`src/rtl/core_wb_scoreboard.sv`:
```
// Writeback port sequencer (ALU > round-robin LSU/MDU) plus a per-register
// pending scoreboard that raises a RAW/WAW stall toward decode.
module core_wb_scoreboard #(
  parameter int XLEN    = 32,
  parameter int REG_NUM = 32,
  parameter int REG_AW  = 5
) (
  input  logic              clk,
  input  logic              rst_n,
  input  logic              alu_wb_valid,
  input  logic [REG_AW-1:0] alu_wb_rd,
  input  logic [XLEN-1:0]   alu_wb_data,
  input  logic              lsu_wb_valid,
  output logic              lsu_wb_ready,
  input  logic [REG_AW-1:0] lsu_wb_rd,
  input  logic [XLEN-1:0]   lsu_wb_data,
  input  logic              mdu_wb_valid,
  output logic              mdu_wb_ready,
  input  logic [REG_AW-1:0] mdu_wb_rd,
  input  logic [XLEN-1:0]   mdu_wb_data,
  input  logic              iss_valid,
  input  logic [REG_AW-1:0] iss_rd,
  input  logic [REG_AW-1:0] dec_rs1,
  input  logic [REG_AW-1:0] dec_rs2,
  input  logic [REG_AW-1:0] dec_rd,
  input  logic              dec_rs1_en,
  input  logic              dec_rs2_en,
  input  logic              dec_rd_en,
  output logic              hz_stall,
  output logic              sb_busy,
  output logic              rf_wen,
  output logic [REG_AW-1:0] rf_waddr,
  output logic [XLEN-1:0]   rf_wdata
);

  // Handshake: a result transfers in any cycle where valid && ready are both
  // high; a source seeing ready=0 holds valid, rd and data unchanged.

  logic                 r_rr_lsu;  // 1: LSU has priority on the next LSU/MDU contention
  logic [REG_NUM-1:1]   r_pend;

  logic                 w_alu_take;
  logic                 w_lsu_req;
  logic                 w_mdu_req;
  logic                 w_lsu_gnt;
  logic                 w_mdu_gnt;
  logic                 w_wen;
  logic [REG_AW-1:0]    w_waddr;
  logic [XLEN-1:0]      w_wdata;
  logic [REG_NUM-1:0]   w_pend_full;
  logic [REG_NUM-1:1]   w_set;
  logic [REG_NUM-1:1]   w_clr;
  logic                 w_hz_rs1;
  logic                 w_hz_rs2;
  logic                 w_hz_rd;

  assign w_alu_take = alu_wb_valid && (alu_wb_rd != '0);
  assign w_lsu_req  = lsu_wb_valid && (lsu_wb_rd != '0);
  assign w_mdu_req  = mdu_wb_valid && (mdu_wb_rd != '0);

  assign w_lsu_gnt  = !w_alu_take && w_lsu_req && (!w_mdu_req || r_rr_lsu);
  assign w_mdu_gnt  = !w_alu_take && w_mdu_req && (!w_lsu_req || !r_rr_lsu);

  // x0 results are swallowed without touching the port.
  assign lsu_wb_ready = (lsu_wb_valid && (lsu_wb_rd == '0)) || w_lsu_gnt;
  assign mdu_wb_ready = (mdu_wb_valid && (mdu_wb_rd == '0)) || w_mdu_gnt;

  always_comb begin
    w_wen   = w_alu_take || w_lsu_gnt || w_mdu_gnt;
    w_waddr = alu_wb_rd;
    w_wdata = alu_wb_data;
    if (!w_alu_take) begin
      if (w_lsu_gnt) begin
        w_waddr = lsu_wb_rd;
        w_wdata = lsu_wb_data;
      end else if (w_mdu_gnt) begin
        w_waddr = mdu_wb_rd;
        w_wdata = mdu_wb_data;
      end
    end
  end

  always_comb begin
    w_set = '0;
    w_clr = '0;
    for (int i = 1; i < REG_NUM; i++) begin
      w_set[i] = iss_valid && (iss_rd == REG_AW'(i));
      w_clr[i] = rf_wen && (rf_waddr == REG_AW'(i));
    end
  end

  assign w_pend_full = {r_pend, 1'b0};
  assign w_hz_rs1    = dec_rs1_en && (dec_rs1 != '0) && w_pend_full[dec_rs1];
  assign w_hz_rs2    = dec_rs2_en && (dec_rs2 != '0) && w_pend_full[dec_rs2];
  assign w_hz_rd     = dec_rd_en  && (dec_rd  != '0) && w_pend_full[dec_rd];
  assign hz_stall    = w_hz_rs1 || w_hz_rs2 || w_hz_rd;
  assign sb_busy     = |r_pend;

  always_ff @(posedge clk or negedge rst_n) begin
    if (!rst_n) begin
      r_rr_lsu <= 1'b1;
      r_pend   <= '0;
      rf_wen   <= 1'b0;
      rf_waddr <= '0;
      rf_wdata <= '0;
    end else begin
      if (w_lsu_gnt)      r_rr_lsu <= 1'b0;
      else if (w_mdu_gnt) r_rr_lsu <= 1'b1;
      // Set after clear so a same-edge issue to the register being written wins.
      r_pend <= (r_pend & ~w_clr) | w_set;
      rf_wen <= w_wen;
      if (w_wen) begin
        rf_waddr <= w_waddr;
        rf_wdata <= w_wdata;
      end
    end
  end

  a_iss_during_stall: assert property (@(posedge clk) disable iff (!rst_n)
    !(iss_valid && hz_stall));
  a_iss_rd_pending: assert property (@(posedge clk) disable iff (!rst_n)
    !(iss_valid && w_pend_full[iss_rd]));
  a_alu_rd_pending: assert property (@(posedge clk) disable iff (!rst_n)
    !(w_alu_take && w_pend_full[alu_wb_rd]));

endmodule
```
`config.mk`:
```
export PLATFORM = sky130hd
export DESIGN_NAME = core_wb_scoreboard
export DESIGN_NICKNAME = d
export VERILOG_FILES = /design/src/rtl/core_wb_scoreboard.sv
export SDC_FILE = /design/constraint.sdc
export NUM_CORES = 1
export LEC_CHECK = 0
export BUFFER_PORTS_ARGS = -buffer_cell sky130_fd_sc_hd__buf_2
export CAP_MARGIN = 20
export CORE_ASPECT_RATIO = 0.9
export CORE_UTILIZATION = 46
export CTS_BUF_LIST = sky130_fd_sc_hd__clkbuf_8
export DETAILED_ROUTE_END_ITERATION = 8
export PLACE_DENSITY = 0.79
export SETUP_SLACK_MARGIN = 0.4
export SKIP_LAST_GASP = 1
export SLEW_MARGIN = 25
export SYNTH_ARGS = -nofsm -noshare
export SYNTH_HDL_FRONTEND = slang
export SYNTH_SLANG_ARGS = --single-unit
```
`constraint.sdc`:
```
create_clock -name clk -period 2.94 [get_ports clk]
set_clock_uncertainty 0.05 [all_clocks]
set_input_delay 0.294 -clock clk [delete_from_list [all_inputs] [get_ports clk]]
set_output_delay 0.294 -clock clk [all_outputs]
set_load 0.03 [all_outputs]
```
==> flow_metrics.tcl <==
set metrics [dict create \
    status "finished clean" \
    grt_pass1_wl_um 21050 \
    clockBufferDepth 2 \
    synth_seq_cells 70 \
    max_cap_viol_count 0 \
    synth_area_leaders "dfrtp_1 41%, a22oi_1 12%, o21ai_0 7.8%" \
    dp_cells 690 \
    netlist_area_um2 4168 \
    die_x_um 102.3 \
    synthTopCellsByCount "69 x dfrtp_1, 65 x o21ai_0, 64 x a22oi_1" \
    crit_type "reg -> out" \
    switchingPower_mw 1.336 \
    drt-pass1-iter-count 5 \
    netlist.area_leader.share_pct 41.43 \
    synth_nets 546 \
    cpMaxStageDelayCell "mux4_2" \
    antenna_found_initial 1 \
    r2r_slack_ns 1.43 \
    instances_no_fill 711 \
    area_growth_pct 30.62 \
    totalWireLength_um 13170 \
    end_kind "output port" \
    clkSlewWorstSetupHoldPaths_ns 0.07 \
    grt_pass1_vias 4273 \
    cp.required_ns 2.60 \
    multi_input_area_um2 2271 \
    fp.dieH_um 92.30 \
    cp-endpoint "hz_stall" \
    crit_buf_inv 1 \
    cp-startpoint "r_pend[31]$_DFF_PN0_" \
    synthFlopType "dfrtp_1" \
    via_per_inst 6.020 \
    cp_top_family "multiplexers" \
    p_per_area_nw_per_um2 697.5 \
    worst-path-stages 6 \
    synth-edff-count 0 \
    rr_endpoint "rf_wdata[20]$_DFFE_PN0P_" \
    critical_path.max_stage_delay_ns 0.49 \
    grt_start_max_net_pins 71 \
    start_util_pct 47.97 \
    clk_latency_ns 0.34 \
    gp_congestion 0.9142 \
    finalSetupViolCount 0 \
    peakVddDrop_mv 0.3317 \
    synth_seq_area_share_pct 42.06 \
    timing.rr.start "r_rr_lsu$_DFFE_PN1P_" \
    drcViolationCount 0 \
    cp_cell_sequence "mux4_2 -> mux4_2 -> nand2b_4 -> o211ai_1 -> o211ai_1 -> buf_4" \
    cts_tree "yes" \
    p_seq_share_pct 41.5 \
    p_int_mw 2.461 \
    drt_iter0_drc 322 \
    max_freq_mhz 380.7 \
    ys_async_sr_fraction_pct 100.0 \
    cts_root_buffer "clkbuf_8" \
    vias 4280 \
    cts.sinks 70 \
    p_leak_nw 2.514 \
    finalSetupTns_ns 0 \
    synth.most_common_cell "dfrtp_1" \
    postCtsHoldBufs 0 \
    hp-class "in -> async" \
    worst-path-max-fanout 5 \
    overflow 0 \
    comb_power_share_pct 31.3 \
    cts_made_buffers 9 \
    track_usage_pct 29.33 \
    period_needed_ns 2.627 \
    antenna_left 0 \
    maxSlewViolCount 0 \
    rsz0062_at_grt "true" \
    syn_inst 406 \
    clkPwrFrac_pct 27.2 \
    power.share.switching_pct 35.18 \
    drive_gt1_share_pct 40.95 \
    ys_types 46 \
    io_pins 182 \
    syn_area_per_cell_um2 10.27 \
    die_area_um2 9446 \
    rr_worst_depth 4 \
    ys.warnings.count 0 \
    fill_cells 746 \
    startpoint_type "register" \
    seq_area_um2 1753 \
    core_region_area_um2 8688 \
    tightest_slew_ns 0.8804 \
    row_count 32 \
    final_nets 726 \
    max_slew_margin_pct 41.31 \
    finalCritPeriodShare_pct 89.35 \
    arrival_ns 2.28 \
    finalHoldViolCount 0 \
    port_buffers 181 \
    synth.largest_area_cell "dfrtp_1" \
    hpwl_um 10030 \
    routedWlPerCell_um 18.52 \
    htree_levels 3 \
]
## state kept, by name (all words and copies together) (netlist names)
register,count
r_pend,31
r_rr_lsu,1
rf_waddr,5
rf_wdata,32
rf_wen,1
## cells in the final DEF (no fill, tap or decap), types with 3 or more instances in the layout
master	count
clkbuf_8	10
nor4_1	10
buf_2	180
a22oi_2	10
mux4_2	14
a22o_1	3
nor2b_1	13
o21ai_0	65
or4_1	4
buf_4	12
nand3_1	8
a22oi_1	64
nand2_1	48
a211oi_1	6
mux2_2	3
mux2i_1	22
nor2_1	3
o211ai_1	3
bufinv_16	4
dfrtp_1	69
nand2b_1	7
nand4_1	3
## per-stage QoR
stage / hold WS (ns) / cell area [um2] / worst slack [ns] / total power [mW] / utilization (%)
after global routing: 0.1155 / 5444 / 0.2481 / 3.987 / 62.66
after floorplan: -0.05159 / 4168 / 0.5564 / 2.240 / -
after CTS: 0.1101 / 5426 / 0.3338 / 3.766 / 62.46
final: 0.09648 / 5444 / 0.3131 / 3.797 / 62.66
after global placement: 0.4237 / 5131 / 0.5789 / 2.640 / 59.06
after detailed placement: 0.4329 / 5131 / 0.5467 / 2.705 / 59.06
## worst reg2reg max path, delay by kind of cell, from the launching register on
family | cells | cell delay [ns]
buffers and inverters | 1 | 0.34
AO/OA/AOI/OAI | 2 | 0.37
AND/OR/NAND/NOR | 1 | 0.10
flip-flops | 1 | 0.58
## worst min path at each step
stage          slack (ns)                       end  depth (start not counted)                     start
2_1_floorplan       -0.05      r_pend[10]$_DFF_PN0_                          0                     rst_n
3_3_place_gp         0.42  rf_wdata[18]$_DFFE_PN0P_                          2  rf_wdata[18]$_DFFE_PN0P_
3_5_place_dp         0.43  rf_wdata[24]$_DFFE_PN0P_                          2  rf_wdata[24]$_DFFE_PN0P_
4_1_cts              0.11  rf_wdata[27]$_DFFE_PN0P_                          3           lsu_wb_data[27]
5_1_grt              0.12  rf_wdata[17]$_DFFE_PN0P_                          3           mdu_wb_data[17]
6_report              0.1  rf_wdata[26]$_DFFE_PN0P_                          2                     rst_n
## power groups by stage
stage	clock network [mW]	registers, mW	logic (mW)
after floorplan	0	1.57	0.675
after global placement	0	1.56	1.08
after detailed placement	0	1.58	1.13
after CTS	1.04	1.56	1.17
after global routing	1.09	1.60	1.30
final	1.03	1.58	1.19
## routing by layer
metal  GRT usage [%]  up-vias  share of wire [%]
met1           36.56     2048                 39
li1                -     1951                  -
met2           48.43      243                 50
met5               0        -                  0
met3           6.038       38                7.6
met4           14.05        0                3.5
## layout make-up
cell class	count	area share, %
antenna	1	0.04597
clock buffer	10	2.528
clock inverter	6	2.436
inverter	2	0.1379
multi-input combinational	311	41.71
sequential	70	32.20
tap	119	2.735
timing repair buffer	192	18.20
## cells by family after synthesis
family | share of synthesized area (%)
AO/OA/AOI/OAI | 27.56
buffers and inverters | 3.632
flip-flops | 42.06
multiplexers | 13.66
AND/OR/NAND/NOR | 13.09
## repair_timing
item	in CTS	in global routing
hold endpoints to repair	0	0
endpoints found under the setup margin	1	1
pin swaps	1	0
resized for setup	2	0
buffers inserted	2	2
(Power assumes the default switching activity.)
